$ cat config.mk
export PLATFORM = sky130hd
export DESIGN_NAME = booth_companion_divider
export DESIGN_NICKNAME = d
export VERILOG_FILES = /design/src/rtl/booth_companion_divider.sv
export SDC_FILE = /design/constraint.sdc
export NUM_CORES = 1
export LEC_CHECK = 0
export CAP_MARGIN = 0
export CORE_MARGIN = 2
export CORE_UTILIZATION = 50
export DETAILED_ROUTE_END_ITERATION = 6
export PLACE_DENSITY = 0.77
export SLEW_MARGIN = 20
export SYNTH_ARGS = -nofsm -noshare
export SYNTH_HDL_FRONTEND = slang
export SYNTH_SLANG_ARGS = --single-unit
$ cat constraint.sdc
create_clock -name CLK -period 3.22 [get_ports CLK]
set_input_delay 0.644 -clock CLK [delete_from_list [all_inputs] [get_ports CLK]]
set_output_delay 0.644 -clock CLK [all_outputs]
set_load 0.01 [all_outputs]
$ cat src/rtl/booth_companion_divider.sv
// Sequential signed restoring divider with a Begin/End handshake.
// It produces one quotient bit per clock, then spends one cycle fixing the signs.
module booth_companion_divider #(
    parameter int width = 16
) (
    input  logic             CLK,
    input  logic             CLR,
    input  logic [width-1:0] Dividend,
    input  logic [width-1:0] Divisor,
    input  logic             Begin,
    output logic [width-1:0] Quotient,
    output logic [width-1:0] Remainder,
    output logic             End,
    output logic             Busy,
    output logic             DivByZero
);

    localparam int               CNT_W     = $clog2(width + 1);
    localparam logic [CNT_W-1:0] LAST_ITER = CNT_W'(width - 1);

    typedef enum logic [1:0] {
        IDLE,
        CALC,
        FIX
    } state_t;

    state_t             state_q, state_d;
    logic [width-1:0]   quo_q, quo_d;
    logic [width:0]     rem_q, rem_d;
    logic [width-1:0]   dvs_mag_q, dvs_mag_d;
    logic [width-1:0]   dividend_q, dividend_d;
    logic [CNT_W-1:0]   cnt_q, cnt_d;
    logic               dvd_neg_q, dvd_neg_d;
    logic               dvs_neg_q, dvs_neg_d;
    logic               zero_q, zero_d;
    logic [width-1:0]   quotient_q, quotient_d;
    logic [width-1:0]   remainder_q, remainder_d;
    logic               end_q, end_d;
    logic               dbz_q, dbz_d;

    logic [width+1:0]   shifted;
    logic [width+1:0]   trial;
    logic [width-1:0]   dvd_mag;
    logic [width-1:0]   dvs_mag;

    // Magnitudes are unsigned, so the most-negative input maps cleanly to 2^(width-1).
    assign dvd_mag = Dividend[width-1] ? (~Dividend + width'(1)) : Dividend;
    assign dvs_mag = Divisor[width-1]  ? (~Divisor  + width'(1)) : Divisor;

    assign shifted = {rem_q, quo_q[width-1]};
    assign trial   = shifted - {2'b00, dvs_mag_q};

    // NOTE: every signal gets a default before the case so that no path leaves it unassigned (no latches).
    always_comb begin
        state_d     = state_q;
        quo_d       = quo_q;
        rem_d       = rem_q;
        dvs_mag_d   = dvs_mag_q;
        dividend_d  = dividend_q;
        cnt_d       = cnt_q;
        dvd_neg_d   = dvd_neg_q;
        dvs_neg_d   = dvs_neg_q;
        zero_d      = zero_q;
        quotient_d  = quotient_q;
        remainder_d = remainder_q;
        end_d       = 1'b0;
        dbz_d       = dbz_q;

        case (state_q)
            IDLE: begin
                if (Begin) begin
                    dvd_neg_d  = Dividend[width-1];
                    dvs_neg_d  = Divisor[width-1];
                    quo_d      = dvd_mag;
                    dvs_mag_d  = dvs_mag;
                    dividend_d = Dividend;
                    rem_d      = '0;
                    cnt_d      = '0;
                    zero_d     = (Divisor == '0);
                    state_d    = CALC;
                end
            end
            CALC: begin
                if (!trial[width+1]) begin
                    rem_d = trial[width:0];
                    quo_d = {quo_q[width-2:0], 1'b1};
                end else begin
                    rem_d = shifted[width:0];
                    quo_d = {quo_q[width-2:0], 1'b0};
                end
                cnt_d = cnt_q + CNT_W'(1);
                if (cnt_q == LAST_ITER) begin
                    state_d = FIX;
                end
            end
            FIX: begin
                if (zero_q) begin
                    quotient_d  = '1;
                    remainder_d = dividend_q;
                end else begin
                    quotient_d  = (dvd_neg_q ^ dvs_neg_q) ? (~quo_q + width'(1)) : quo_q;
                    remainder_d = dvd_neg_q ? (~rem_q[width-1:0] + width'(1)) : rem_q[width-1:0];
                end
                end_d   = 1'b1;
                dbz_d   = zero_q;
                state_d = IDLE;
            end
            default: state_d = IDLE;
        endcase
    end

    // NOTE: sequential state uses non-blocking assignments so every flop samples pre-edge values.
    always_ff @(posedge CLK) begin
        if (CLR) begin
            state_q     <= IDLE;
            quo_q       <= '0;
            rem_q       <= '0;
            dvs_mag_q   <= '0;
            dividend_q  <= '0;
            cnt_q       <= '0;
            dvd_neg_q   <= 1'b0;
            dvs_neg_q   <= 1'b0;
            zero_q      <= 1'b0;
            quotient_q  <= '0;
            remainder_q <= '0;
            end_q       <= 1'b0;
            dbz_q       <= 1'b0;
        end else begin
            state_q     <= state_d;
            quo_q       <= quo_d;
            rem_q       <= rem_d;
            dvs_mag_q   <= dvs_mag_d;
            dividend_q  <= dividend_d;
            cnt_q       <= cnt_d;
            dvd_neg_q   <= dvd_neg_d;
            dvs_neg_q   <= dvs_neg_d;
            zero_q      <= zero_d;
            quotient_q  <= quotient_d;
            remainder_q <= remainder_d;
            end_q       <= end_d;
            dbz_q       <= dbz_d;
        end
    end

    assign Quotient  = quotient_q;
    assign Remainder = remainder_q;
    assign End       = end_q;
    assign DivByZero = dbz_q;
    assign Busy      = (state_q != IDLE);

endmodule

# [Yosys cells after proc, flatten, opt, wreduce, memory -nomap -nowiden]
# Cells that the tools add are included.
[op_classes] n_bitwise=5 add_sub_neg=6 n_reduce_logical=7 mux=18 n_eq_ne=5
[op_table] operator="2-to-1 mux 16 bit" n=7
[op_table] operator="adder 16 x 1 -> 16 bit, second input constant" n=4
[op_table] operator="inverter 16 bit" n=4
[op_table] operator="2-to-1 mux 17 bit" n=2
[op_table] operator="one-hot mux 17 bit (2 select lines)" n=1
[op_table] operator="one-hot mux 16 bit (2 select lines)" n=1
[op_table] operator="subtractor 18 x 16 -> 18 bit" n=1
[op_table] operator="zero test 16 bit" n=1
[op_table] operator="one-hot mux 5 bit (2 select lines)" n=1
[op_table] operator="AND reduction 2 bit" n=3
[op_table] operator="adder 5 x 1 -> 5 bit, second input constant" n=1
[op_table] operator="equality test 5 x 4 -> 1 bit, second input constant" n=1
[op_table] operator="2-to-1 mux 5 bit" n=1
[op_table] operator="2-to-1 mux 2 bit" n=2
[op_table] operator="!= test 2 bit, second input constant" n=2
[op_table] operator="one-hot mux 2 bit (2 select lines)" n=1
[op_table] operator="nonzero test 2 bit" n=2
[op_table] operator="equality test 2 x 1 -> 1 bit, second input constant" n=1
[op_table] operator="equality test 2 bit, second input constant" n=1
[op_table] operator="zero test 2 bit" n=1
[op_table] operator="2-to-1 mux 1 bit" n=2
[op_table] operator="bitwise XOR 1 bit" n=1
[totals] regBits=109 in_bits=35

# [Logic depth before layout (Yosys ltp)]
# Gate-level depths: netlist of the first run.
[logic_depth] depth_word=5 ltp_mapped=11 ltp_nobuf=11

# [Least setup slack after synthesis of the first run]
# No wires, ideal clock.
[synth_path] path_type="register to register" from="reg rem_q[7]" to="reg rem_q[11]" required_time_ns=3.158 period_less_slack_ns=2.465 arrival_ns=2.403 path_stages_with_launch=10 setup_slack_ns=0.755 setup_ns=0.062 path_cell_list="dfxtp_1 -> ha_1 -> clkbuf_1 -> a21oi_1 -> nor2_1 -> a2111oi_2 -> a21o_1 -> nand3_1 -> or4b_2 -> nand3_1"
[synth_between] elab_chain_cells=3
[synth_rtl] element="start: declaration" line_no="29" source="logic [width:0] rem_q, rem_d;"
[synth_rtl] element="start signal: assignment" line_no="131" source="rem_q <= rem_d;"
[synth_rtl] element="subtractor 18 x 16 -> 18 bit" line_no="51" source="assign trial = shifted - {2'b00, dvs_mag_q};"
[synth_rtl] element="2-to-1 mux 17 bit" line_no="84" source="if (!trial[width+1]) begin"
[synth_rtl] element="one-hot mux 17 bit (2 select lines)" line_no="69" source="case (state_q)"
# No other way between the ends.
# A chain may end at the register's enable or synchronous reset.

# [Worst setup path after layout of the first run]
[layout_path] from="reg quo_q[15]" to="reg rem_q[16]"
[layout_between] elab_chain_cells=3
[layout_rtl] element="start: declaration" line_no="28" source="logic [width-1:0] quo_q, quo_d;"
[layout_rtl] element="start signal: assignment" line_no="130" source="quo_q <= quo_d;"
[layout_rtl] element="subtractor 18 x 16 -> 18 bit" line_no="51"
[layout_rtl] element="2-to-1 mux 17 bit" line_no="84"
[layout_rtl] element="one-hot mux 17 bit (2 select lines)" line_no="69"
# No other way between the ends.

==> impl_metrics.yaml, run 1 <==
flow_run:
  cap_viol_max_count: 0
setup_path:
  ff2ff_setup_slack_ns: 0.51
  end_kind: "flip-flop"
  slowest_stage: "fa_1"
  path_max_fanout: 4
  cpPeakStageDelay_ns: 0.39
  r2r_start: "quo_q[15]"
  required_ns: 3.49
  critPathArrivalTime_ns: 2.99
  r2r_cells: 11
  cp_common_cell: "inv_1"
  crit_chain: "inv_1 -> ha_1 -> inv_1 -> fa_1 -> a21o_1 -> a221o_1 -> a31oi_1 -> o31a_1 -> nand4_1 -> xor2_1 -> o21ai_0"
  start_kind: "flip-flop"
  r2r-end: "rem_q[16]"
  endpoint: "rem_q[16]"
  startpoint: "quo_q[15]"
  crit_type: "flip-flop to flip-flop"
cts:
  cts_sinks: 108
  numCtsBuffers: 9
  clk_pin_slew_ns: 0.07
  cts_resized: 0
  cts_tree: "built"
  ctsHoldBuffers: 0
  cts.htree.levels: 3
  clk_latency_ns: 0.35
  cts_setup_buffers: 0
  root_buffer: "clkbuf_16"
  clk_path_buf_depth: 2
timing:
  fmax_ghz: 0.368
  final-max-slew-violation-count: 0
  rsz0062_at_grt: "no"
  setup_violations: 0
  slew_headroom_pct: 42.1
  period_needed_ns: 2.71
  setup_tns_ns: 0
  hold_viol: 0
  tightest_slew_ns: 0.868
  fin_crit_sh_pct: 84.3
  finalWorstSetupSlack_ns: 0.506
  finClkSkew_ns: 0.00845
layout:
  layout_common_cells: "nand2_1 (138), dfxtp_1 (108), nor2_1 (87)"
  drive_gt1_share_pct: 4.80
  multi_input_area_um2: 3680
  n_fill_cell: 1115
  antenna_cells: 0
  area_delta_synth_final_pct: 18.5
  layout.nets: 908
  final-seq-area_um2: 2160
  stdcell_area_um2: 7270
  layout_commonest_cell: "nand2_1"
drt:
  final_antenna_net_count: 0
  drc: 0
  drt-vias-per-instance: 5.59
  drt_pass1_iterations: 5
  wl_um: 14200
  drt_iter0_drc: 504
  vias: 5598
  routedWlPerCell_um: 14.2
floorplan:
  num_io_pins: 70
  start_util_pct: 51.1
  die_x_um: 115
  rows: 40
  fp.dieH_um: 115
  dieArea_um2: 13200
  core-area_um2: 12000
placed_design:
  port_buffers: 69
  place.detailed.hpwl_um: 10600
  preCtsSetupSlack_ns: 0.387
  placed_area_um2: 6910
  routabilityCongestion: 0.946
yosys:
  ys_seq_area_share_pct: 35.3
  synth-edff-count: 0
  ys_types: 52
  netlist_area_um2: 6130
  synth_nets: 865
  ys_ff_latch: 108
  async_reset_ff_share_pct: 0
  synthFlopType: "dfxtp_1"
  ys_warn_count: 0
  synthCells: 807
  avgSynthCellArea_um2: 7.60
global_routing:
  grt_pass1_wl_um: 23200
  antenna_found_initial: 0
  grt_use_total_pct: 21.9
  grt.overflow.total: 0
  grt_max_degree: 67
  grt_pass1_vias: 4871
min_path:
  min_path_type: "flip-flop to flip-flop"
power:
  p_leak_nw: 2.79
  fin_total_pwr_mw: 5.60
  ir_worst_vdd_mv: 0.500
  pwr_density_cell_nw_per_um2: 771
outcome:
  status: "completed"
[state kept, by name (all words and copies together) (netlist names)]
register,flops
dvs_mag_q,16
rem_q,17
dvs_neg_q,1
Quotient,16
state_q,2
dividend_q,16
quo_q,16
DivByZero,1
cnt_q,5
zero_q,1
End,1
Remainder,16
[critical path, delay by kind of cell (launching register included)]
family,cells,cell delay (ns)
compound gates,5,1.27
fa+ha+maj,2,0.58
flops,1,0.31
buf+inv,2,0.20
xor+xnor,1,0.16
simple gates,1,0.12
[layout make-up]
| type | instances | area share, % |
|---|---|---|
| Timing Repair Buffer | 81 | 10.7 |
| Sequential cell | 108 | 29.8 |
| Inverter | 31 | 1.60 |
| Clock buffer | 10 | 3.29 |
| Multi-Input combinational cell | 619 | 50.6 |
| Tap cell | 147 | 2.53 |
| Clock inverter | 6 | 1.53 |
[per-stage QoR]
step	std cells	hold slack [ns]	utilization, %
global placement	986	0.442	57.5
global route	1002	0.466	60.5
detailed placement	986	0.447	57.5
finish	1002	0.452	60.5
floorplan	807	0.432	-
CTS	1002	0.455	60.4
[logic make-up after synthesis]
logic type	count (synthesis)	share of synthesized area (%)
AO/OA/AOI/OAI	211	21.2
XOR/XNOR	65	9.28
adder cells (fa/ha/maj)	23	4.81
buffers and inverters	80	4.96
flip-flops	108	35.3
multiplexers	16	2.63
AND/OR/NAND/NOR	304	21.8
[power by group]
| part | switching [mW] | total, mW | internal, mW |
|---|---|---|---|
| logic | 1.43 | 2.67 | 1.24 |
| clock network | 0.480 | 1.26 | 0.781 |
| registers | 0.210 | 1.68 | 1.47 |
[synthesized netlist by cell type, types with 4 or more instances]
cell type  number  area, µm²
o22ai_1        12       75.1
a21o_1          6       45.0
or3_1           5       31.3
ha_1           22        275
a211oi_1       12       90.1
clkbuf_1       46        173
nor3_1         21        105
and3_1          5       31.3
xnor2_1        26        228
nand3_1         9       45.0
nand2_1       138        518
a22oi_1        10       75.1
a221oi_1        5       43.8
nand3b_1        4       30.0
inv_1          31        116
o31ai_1        14        105
o21ai_0        48        240
xor2_1         39        342
a21oi_1        71        355
nand2b_1        9       56.3
o41ai_1         5       43.8
dfxtp_1       108       2160
a31oi_1         7       43.8
mux2i_1        15        150
nor2b_1         5       31.3
nor2_1         87        327
nand4_1         4       25.0
nor4_1          4       25.0
[layer usage]
metal  track usage, %  vias up  part of all wire, %  wire length (µm)
met2             35.4      149                   46              6560
li1                 -     2894                    -                 -
met3             4.43       29                  5.3               750
met1             28.9     2526                   45              6470
met4             8.43        0                  3.1               438
met5                0        -                    0                 0
[worst min-delay path by stage]
| stage | start | to | slack [ns] | depth (start not counted) |
|---|---|---|---|---|
| floorplan | dvs_mag_q[14] | dvs_mag_q[14] | 0.43 | 2 |
| global placement | dvs_mag_q[14] | dvs_mag_q[14] | 0.44 | 2 |
| detailed placement | dividend_q[7] | dividend_q[7] | 0.45 | 2 |
| CTS | dvs_mag_q[5] | dvs_mag_q[5] | 0.46 | 2 |
| global route | dvs_mag_q[5] | dvs_mag_q[5] | 0.47 | 2 |
| finish | dvs_mag_q[5] | dvs_mag_q[5] | 0.45 | 2 |
No activity file was read; power rests on OpenSTA's default activity.
==> inputs of run 2 (changes only) <==
- clock period: 3.22 -> 2.6 ns (I/O delays scaled with it)
==> run 2 against run 1 <==
  * Register-to-register slack got worse by 0.43 ns
  * Critical endpoint is now rem_q[11]
  * Largest power group unchanged
  * Via count is 4.3% higher
  * Die area did not move
  * Largest cell class unchanged
==> impl_metrics.yaml, run 2 (synthesized netlist as in run 1, its figures left out) <==
min_path:
  holdPathStages: 2
  min_path_type: "flip-flop to flip-flop"
  min_to: "dvs_mag_q[14]"
  hold_start: "dvs_mag_q[14]"
setup_path:
  cpPeakStageDelay_ns: 0.70
  r2r-end: "rem_q[11]"
  r2r_cells: 8
  critPathArrivalTime_ns: 2.83
  crit_type: "flip-flop to flip-flop"
  cp_common_cell: "nand3_1"
  required_ns: 2.90
  end_kind: "flip-flop"
  ff2ff_setup_slack_ns: 0.07
  start_kind: "flip-flop"
  slowest_stage: "or4b_2"
  crit_chain: "ha_1 -> a21oi_2 -> nor2_1 -> a2111oi_4 -> a21o_1 -> nand3_1 -> or4b_2 -> nand3_1"
  r2r_start: "rem_q[7]"
  path_max_fanout: 3
cts:
  cts_sinks: 108
  clk_latency_ns: 0.36
  clk_path_buf_depth: 2
  cts_tree: "built"
  cts.htree.levels: 3
  root_buffer: "clkbuf_16"
  clk_pin_slew_ns: 0.07
  ctsHoldBuffers: 0
  numCtsBuffers: 9
placed_design:
  place.detailed.hpwl_um: 11400
  preCtsSetupSlack_ns: -0.0378
  placed_area_um2: 7200
  routabilityCongestion: 0.948
  port_buffers: 69
timing:
  rsz0062_at_grt: "yes"
  slew_headroom_pct: 43.1
  period_needed_ns: 2.53
  fin_crit_sh_pct: 97.2
  tightest_slew_ns: 0.854
  fmax_ghz: 0.396
  hold_viol: 0
  setup_violations: 0
  finalWorstSetupSlack_ns: 0.0724
  final-max-slew-violation-count: 0
  finClkSkew_ns: 0.00734
drt:
  drt-vias-per-instance: 5.60
  wl_um: 15200
  drc: 0
  final_antenna_net_count: 0
  vias: 5841
  drt_pass1_iterations: 4
  drt_iter0_drc: 572
  routedWlPerCell_um: 14.5
power:
  pwr_density_cell_nw_per_um2: 952
  ir_worst_vdd_mv: 0.726
  p_leak_nw: 2.98
  fin_total_pwr_mw: 7.21
floorplan:
  core-area_um2: 12000
  fp.dieH_um: 115
  num_io_pins: 70
  rows: 40
  start_util_pct: 51.1
  die_x_um: 115
  dieArea_um2: 13200
layout:
  multi_input_area_um2: 3710
  final-seq-area_um2: 2160
  n_fill_cell: 1082
  layout_commonest_cell: "nand2_1"
  drive_gt1_share_pct: 9.71
  layout_common_cells: "nand2_1 (138), dfxtp_1 (107), nor2_1 (87)"
  layout.nets: 949
  stdcell_area_um2: 7570
  top_register: "rem_q"
  area_delta_synth_final_pct: 23.4
  largest_reg_flops: 17
  antenna_cells: 0
global_routing:
  grt_max_degree: 67
  grt_pass1_wl_um: 25000
  grt_pass1_vias: 5295
  grt.overflow.total: 0
  grt_use_total_pct: 23.7
  antenna_found_initial: 0
flow_run:
  cap_viol_max_count: 0
outcome:
  status: "completed"
==> run 2: changes by cell type in the layout (fill, tap and decap cells not counted), sizes merged <==
| cell | change |
|---|---|
| inv | +1 |
| clkinv | +2 |
| buf | +41 |
| bufinv | -2 |
| clkbuf | -1 |
==> run 2: worst max path at each step <==
| stage | end | from | slack, ns | depth (start not counted) |
|---|---|---|---|---|
| 2_1_floorplan | rem_q[11] | rem_q[7] | 0.14 | 9 |
| 3_3_place_gp | quo_q[14] | Dividend[6] | 0.002 | 7 |
| 3_5_place_dp | quo_q[14] | Dividend[6] | -0.04 | 7 |
| 4_1_cts | rem_q[11] | dvs_mag_q[8] | 0.02 | 9 |
| 5_1_grt | rem_q[11] | dvs_mag_q[8] | -0.07 | 9 |
| 6_report | rem_q[11] | rem_q[7] | 0.07 | 8 |
==> run 2: layout make-up <==
cell class / count / share of cell area [%]
clock inverters: 7 / 1.01
well taps: 147 / 2.43
clock buffers: 9 / 2.97
repair buffers: 122 / 14.5
flip-flops and latches: 108 / 28.6
multi-input cells: 619 / 49.0
inverters: 31 / 1.54
==> run 2: metal layers <==
| layer | GRT usage [%] | up-vias | share of wire (%) |
|---|---|---|---|
| li1 | - | 2980 | - |
| met1 | 30.6 | 2654 | 44 |
| met2 | 40.2 | 186 | 49 |
| met3 | 4.85 | 21 | 5.2 |
| met4 | 6.91 | 0 | 1.8 |
| met5 | 0 | - | 0 |
==> run 2: worst max-delay path: cells and delay by family, from the launching register on <==
kind | cells | cell delay [ns]
and+or+nand+nor | 4 | 1.01
AOI/OAI and AO/OA | 3 | 0.78
DFF | 1 | 0.34
adders and majority gates | 1 | 0.34
==> run 2: what timing repair did <==
item | CTS | global route
setup buffers | 0 | 4
endpoints found under the hold margin | 0 | 0
resized for setup | 0 | 11
setup endpoints to repair | 0 | 13
==> run 2: through the flow <==
| step | utilization, % | std cells | hold WS, ns | setup TNS, ns |
|---|---|---|---|---|
| CTS | 62.4 | 1039 | 0.457 | 0 |
| detailed placement | 59.9 | 1023 | 0.448 | -0.0378 |
| floorplan | - | 807 | 0.432 | 0 |
| finish | 63.0 | 1043 | 0.451 | 0 |
| global placement | 59.9 | 1023 | 0.441 | 0 |
| global route | 63.0 | 1043 | 0.475 | -0.277 |
==> run 2: report_power, final <==
part / switching, mW / internal, mW / total (mW)
combinational: 1.98 / 1.85 / 3.83
clock: 0.631 / 0.753 / 1.38
sequential: 0.183 / 1.82 / 2.00
==> inputs of run 3 (changes only) <==
- CORE_UTILIZATION: 50 -> 40
- PLACE_DENSITY: 0.77 -> 0.65
==> run 3 against run 2 <==
  * Sequential cell count is the same
  * Global-route usage down 3.9 points
  * Combinational power grew 3%
  * Sequential share of layout area is 0.23 points lower
  * Utilization decreased by 12 points
==> impl_metrics.yaml, run 3 (synthesized netlist as in run 1, its figures left out) <==
outcome:
  status: "completed"
timing:
  finClkSkew_ns: 0.00895
  period_needed_ns: 2.53
  slew_headroom_pct: 43.8
  setup_violations: 0
  fin_crit_sh_pct: 97.2
  setup_tns_ns: 0
  fmax_ghz: 0.396
  tightest_slew_ns: 0.844
  final-max-slew-violation-count: 0
  hold_viol: 0
global_routing:
  grt.overflow.total: 0
  grt_pass1_wl_um: 26000
  grt_pass1_vias: 5254
  grt_max_degree: 62
  grt_use_total_pct: 19.8
  antenna_found_initial: 0
drt:
  drc: 0
  wl_met3_um: 889
  vias: 5791
  met1_length_um: 7320
  wl_um: 15800
  drt_iter0_drc: 416
  top_layer: "met4"
  drt-vias-per-instance: 5.34
  routedWlPerCell_um: 14.6
  wl_met2_um: 7370
  final_antenna_net_count: 0
  drt_pass1_iterations: 6
floorplan:
  die_x_um: 128
  fp.dieH_um: 128
  num_io_pins: 70
  rows: 45
  core-area_um2: 15100
  start_util_pct: 40.6
  dieArea_um2: 16300
setup_path:
  crit_chain: "buf_4 -> or3_4 -> or4_4 -> or4_4 -> or3_1 -> o2111ai_1 -> a21oi_1"
  slowest_stage: "or4_4"
  cpPeakStageDelay_ns: 0.49
  end_kind: "flip-flop"
  critPathArrivalTime_ns: 2.74
  cp_common_cell: "or4_4"
  r2r_start: "rem_q[7]"
  r2r-end: "Remainder[15]"
  path_max_fanout: 6
  crit_type: "flip-flop to flip-flop"
  r2r_cells: 7
  start_kind: "flip-flop"
  required_ns: 2.81
  ff2ff_setup_slack_ns: 0.07
cts:
  clk_path_buf_depth: 2
  cts.htree.levels: 3
  clk_pin_slew_ns: 0.07
  root_buffer: "clkbuf_16"
  cts_tree: "built"
  cts_sinks: 108
  numCtsBuffers: 9
  ctsHoldBuffers: 0
  clk_latency_ns: 0.36
placed_design:
  place.detailed.hpwl_um: 11900
  routabilityCongestion: 0.849
  port_buffers: 69
  placed_area_um2: 7270
layout:
  layout.nets: 950
  n_fill_cell: 1528
  antenna_cells: 0
  layout_commonest_cell: "nand2_1"
  top_register: "rem_q"
  drive_gt1_share_pct: 9.48
  area_delta_synth_final_pct: 24.4
  layout_common_cells: "nand2_1 (138), dfxtp_1 (108), nor2_1 (87)"
  largest_reg_flops: 17
  stdcell_area_um2: 7630
flow_run:
  cap_viol_max_count: 0
power:
  swShare_pct: 38.7
  clockPowerShare_pct: 19.9
  fin_total_pwr_mw: 7.42
  seqPwrFrac_pct: 26.7
  share_comb_of_total_power_pct: 53.4
  p_leak_nw: 2.99
  pwr_density_cell_nw_per_um2: 973
  intPower_mw: 4.55
  ir_worst_vdd_mv: 0.597
  switchingPower_mw: 2.87
min_path:
  min_path_type: "flip-flop to flip-flop"
  holdPathStages: 2
  min_to: "Remainder[13]"
  hold_start: "Remainder[13]"
-- run 3: changes by cell type in the layout (fill, tap and decap cells not counted), moves of 2 or more --
cell	change
clkinv_4	-2
o21ai_1	-2
o21ai_0	+2
buf_4	+2
clkbuf_1	+2
-- run 3: per-layer routing --
metal	track usage [%]	vias up
met4	5.75	0
met3	3.76	18
met1	26.8	2624
li1	-	2985
met2	32.1	164
met5	0	-
-- run 3: cell type report --
cell class	count	area [µm²]	area share, %
inverters	31	116	1.53
clock buffers	11	233	3.05
clock inverters	5	83.8	1.10
multi-input cells	619	3710	48.6
well taps	188	235	3.08
flip-flops and latches	108	2160	28.3
repair buffers	123	1090	14.3
-- run 3: worst max-delay path: cells and delay by family (launching register included) --
family	cells	cell delay (ns)
AND/OR/NAND/NOR	4	1.64
flip-flops	1	0.34
buffers and inverters	1	0.16
AO/OA/AOI/OAI	2	0.23
-- run 3: power groups by stage --
stage                     Sequential, mW  Combinational (mW)  Clock [mW]
final                               1.98                3.96        1.48
after global routing                2.00                4.38        1.58
after CTS                           1.97                3.83        1.51
after detailed placement            2.01                3.81           0
after global placement              2.01                3.77           0
after floorplan                     2.01                2.68           0
-- run 3: what timing repair did --
action,in CTS,in global routing
setup buffers,0,1
gates resized for setup,0,6
endpoints found under the setup margin,0,9
-- run 3: through the flow --
step / utilization [%] / hold slack (ns) / instances / setup slack, ns
2_1_floorplan: - / 0.432 / 807 / 0.135
3_3_place_gp: 48.2 / 0.442 / 1068 / -0.0153
3_5_place_dp: 48.2 / 0.446 / 1068 / -0.0286
4_1_cts: 50.3 / 0.456 / 1084 / 0.0728
5_1_grt: 50.5 / 0.469 / 1085 / -0.0175
6_report: 50.5 / 0.453 / 1085 / 0.0734
-- run 3: worst max-delay path by stage --
stage                               end  cells after the start  slack (ns)         from
after floorplan               rem_q[11]                      9        0.14     rem_q[7]
after global placement        quo_q[14]                      7       -0.02  Dividend[6]
after detailed placement      quo_q[14]                      7       -0.03  Dividend[6]
after CTS                     rem_q[16]                     11        0.07    quo_q[15]
after global routing          rem_q[11]                      8       -0.02     rem_q[0]
final                     Remainder[15]                      7        0.07     rem_q[7]
==> RTL change: new RTL, config.mk and constraints of run 2 <==
Add an input register stage for `CLR`, `Dividend`, `Divisor` and `Begin`, without a reset; this delays them by one clock.
--- a/src/rtl/booth_companion_divider.sv
+++ b/src/rtl/booth_companion_divider.sv
@@ -24,6 +24,18 @@
         FIX
     } state_t;
 
+    logic CLR_q;
+    logic [width-1:0] Dividend_q;
+    logic [width-1:0] Divisor_q;
+    logic Begin_q;
+
+    always_ff @(posedge CLK) begin
+        CLR_q      <= CLR;
+        Dividend_q <= Dividend;
+        Divisor_q  <= Divisor;
+        Begin_q    <= Begin;
+    end
+
     state_t             state_q, state_d;
     logic [width-1:0]   quo_q, quo_d;
     logic [width:0]     rem_q, rem_d;
@@ -44,8 +56,8 @@
     logic [width-1:0]   dvs_mag;
 
     // Magnitudes are unsigned, so the most-negative input maps cleanly to 2^(width-1).
-    assign dvd_mag = Dividend[width-1] ? (~Dividend + width'(1)) : Dividend;
-    assign dvs_mag = Divisor[width-1]  ? (~Divisor  + width'(1)) : Divisor;
+    assign dvd_mag = Dividend_q[width-1] ? (~Dividend_q + width'(1)) : Dividend_q;
+    assign dvs_mag = Divisor_q[width-1]  ? (~Divisor_q + width'(1)) : Divisor_q;
 
     assign shifted = {rem_q, quo_q[width-1]};
     assign trial   = shifted - {2'b00, dvs_mag_q};
@@ -68,15 +80,15 @@
 
         case (state_q)
             IDLE: begin
-                if (Begin) begin
-                    dvd_neg_d  = Dividend[width-1];
-                    dvs_neg_d  = Divisor[width-1];
+                if (Begin_q) begin
+                    dvd_neg_d  = Dividend_q[width-1];
+                    dvs_neg_d  = Divisor_q[width-1];
                     quo_d      = dvd_mag;
                     dvs_mag_d  = dvs_mag;
-                    dividend_d = Dividend;
+                    dividend_d = Dividend_q;
                     rem_d      = '0;
                     cnt_d      = '0;
-                    zero_d     = (Divisor == '0);
+                    zero_d     = (Divisor_q == '0);
                     state_d    = CALC;
                 end
             end
@@ -111,7 +123,7 @@
 
     // NOTE: sequential state uses non-blocking assignments so every flop samples pre-edge values.
     always_ff @(posedge CLK) begin
-        if (CLR) begin
+        if (CLR_q) begin
             state_q     <= IDLE;
             quo_q       <= '0;
             rem_q       <= '0;
Check against the original RTL: not equivalent (a bounded check fails within 4 cycles, from zero or initial values).
==> RTL change against run 2 <==
Synthesized area is 11% higher. Sequential cell count up 34. Setup slack gained 0.077 ns. Routed wire length grew 4.6%. Design area up 10%. Highest routed layer unchanged.
Power is not compared: it rests on default switching activity, and its combinational part moved more than twofold at a synthesized area within 25%.
==> RTL change: results (changes against run 2) <==
| Metric | Value |
|---|---|
| First-pass GRT wire length | 26.4 mm (+5.7%) |
| Hold_sp | Remainder[10] |
| Antenna violations before repair | 0 (unchanged) |
| WHS | 0.453 ns (+0.00176 ns) |
| Status | completed |
| Reg2reg end | rem_q[16] |
| Syn_nets | 885 (+2.3%) |
| Leakage | 3.30 nW |
| Worst reg2reg path depth | 11 (+3) |
| Clk_lat worst skew | 0.42 ns (+0.06 ns) |
| Synth area leaders | dfxtp_1 42%, nand2_1 7.1%, nor2_1 5.3% |
| Reg2Reg Setup Slack | 0.15 ns (+0.08 ns) |
| Most frequent cells after synthesis | 142 x dfxtp_1, 129 x nand2_1, 96 x nor2_1 |
| H-tree depth reported by CTS | 4 (+1) |
| Largest net degree at the start of global routing | 75 (+12%) |
| Vias in the first global route | 5518 (+4.2%) |
| CP arrival | 2.73 ns (-0.10 ns) |
| Total CTS buffers | 17 (+8) |
| Async set-reset flop share out of synthesis | 0 (unchanged) |
| Port-buffer cells | 69 (unchanged) |
| Placer Congestion | 0.912 (-3.9%) |
| Ys Warns | 0 (unchanged) |
| Fillers | 1135 (+4.9%) |
| Post-DP HPWL | 11.6 mm (+1.6%) |
| Hold endpoint | Remainder[10] |
| Post-route clock skew | 0.00663 ns (-0.000709 ns) |
| Syn avg cell area | 8.25 um2 (+8.5%) |
| Netlist cell types | 56 (+7.7%) |
| Post-synthesis sequential area ratio | 0.417 (+0.0644) |
| Layout Cells excl Fill | 1086 (+4.1%) |
| Critical path peak fanout | 4 (+1) |
| Total Routing Usage GR | 0.229 (-0.00809) |
| Layout cell share with drive strength beyond 1 | 0.0824 (-0.0147) |
| Via density | 5.53 (-1.2%) |
| Nets | 958 (+0.95%) |
| Slew HR | 0.484 (+0.0536) |
| Crit share post-route | 0.943 (-0.0296) |
| VDD IR-drop max | 0.467 mV |
| Worst r2r src | quo_q[15] |
| Placed Area | 7790 um2 (+8.3%) |
| Setup WS pre-CTS | 0.0269 ns (+0.0647 ns) |
| Initial DRT Pass Iterations | 6 (+2) |
| Routed WL | 15.9 mm (+4.6%) |
| 1st-iter DRT viols | 491 (-14%) |
| Reg clk slew, reported paths | 0.05 ns (-0.02 ns) |
[RTL change: changes by cell type after synthesis, sizes merged, moves of 9 or more]
cell    change
nor2        +9
a21oi      -14
nand2       -9
clkbuf      -9
buf         +9
a222oi     +14
dfxtp      +34
[RTL change: worst max-delay path: stages, from the launching register on]
cell and delay (ns):
dfxtp_1 0.32, inv_2 0.08, ha_1 0.17, inv_1 0.05, fa_1 0.40, a21o_1 0.20
a221o_1 0.41, a31oi_4 0.19, o31a_1 0.16, nand4_1 0.11, xor2_1 0.16, o21ai_1 0.07
[RTL change: routing by layer]
layer | GRT usage | vias to the layer above | routed length [um]
met5 | 0 | - | 0
met4 | 0.0996 | 0 | 461
met3 | 0.0453 | 41 | 832
met2 | 0.361 | 201 | 7140
met1 | 0.304 | 2741 | 7430
li1 | - | 3023 | -
[RTL change: layout make-up]
type                    count  area (um2)  share of cell area
multi-input cells         604        3670               0.441
flip-flops and latches    142        2840               0.341
repair buffers            103         958               0.115
clock buffers              21         450              0.0540
well taps                 176         220              0.0264
inverters                  32         120              0.0144
clock inverters             8        70.1             0.00840
[RTL change: kinds of logic after synthesis]
| group | count (synthesis) | synth area share |
|---|---|---|
| buffers and inverters | 81 | 0.0472 |
| xor gates and xnor gates | 68 | 0.0873 |
| adders and majority gates | 23 | 0.0433 |
| DFF | 142 | 0.417 |
| AOI/OAI and AO/OA | 201 | 0.193 |
| muxes | 15 | 0.0222 |
| and+or+nand+nor | 297 | 0.190 |
[RTL change: power groups by stage]
stage / clock (mW) / sequential (mW) / combinational [mW]
6_report: 2.17 / 2.41 / 1.37
5_1_grt: 2.31 / 2.43 / 1.52
4_1_cts: 2.20 / 2.41 / 1.34
3_5_place_dp: 0 / 2.45 / 1.33
3_3_place_gp: 0 / 2.45 / 1.31
2_1_floorplan: 0 / 2.42 / 0.994
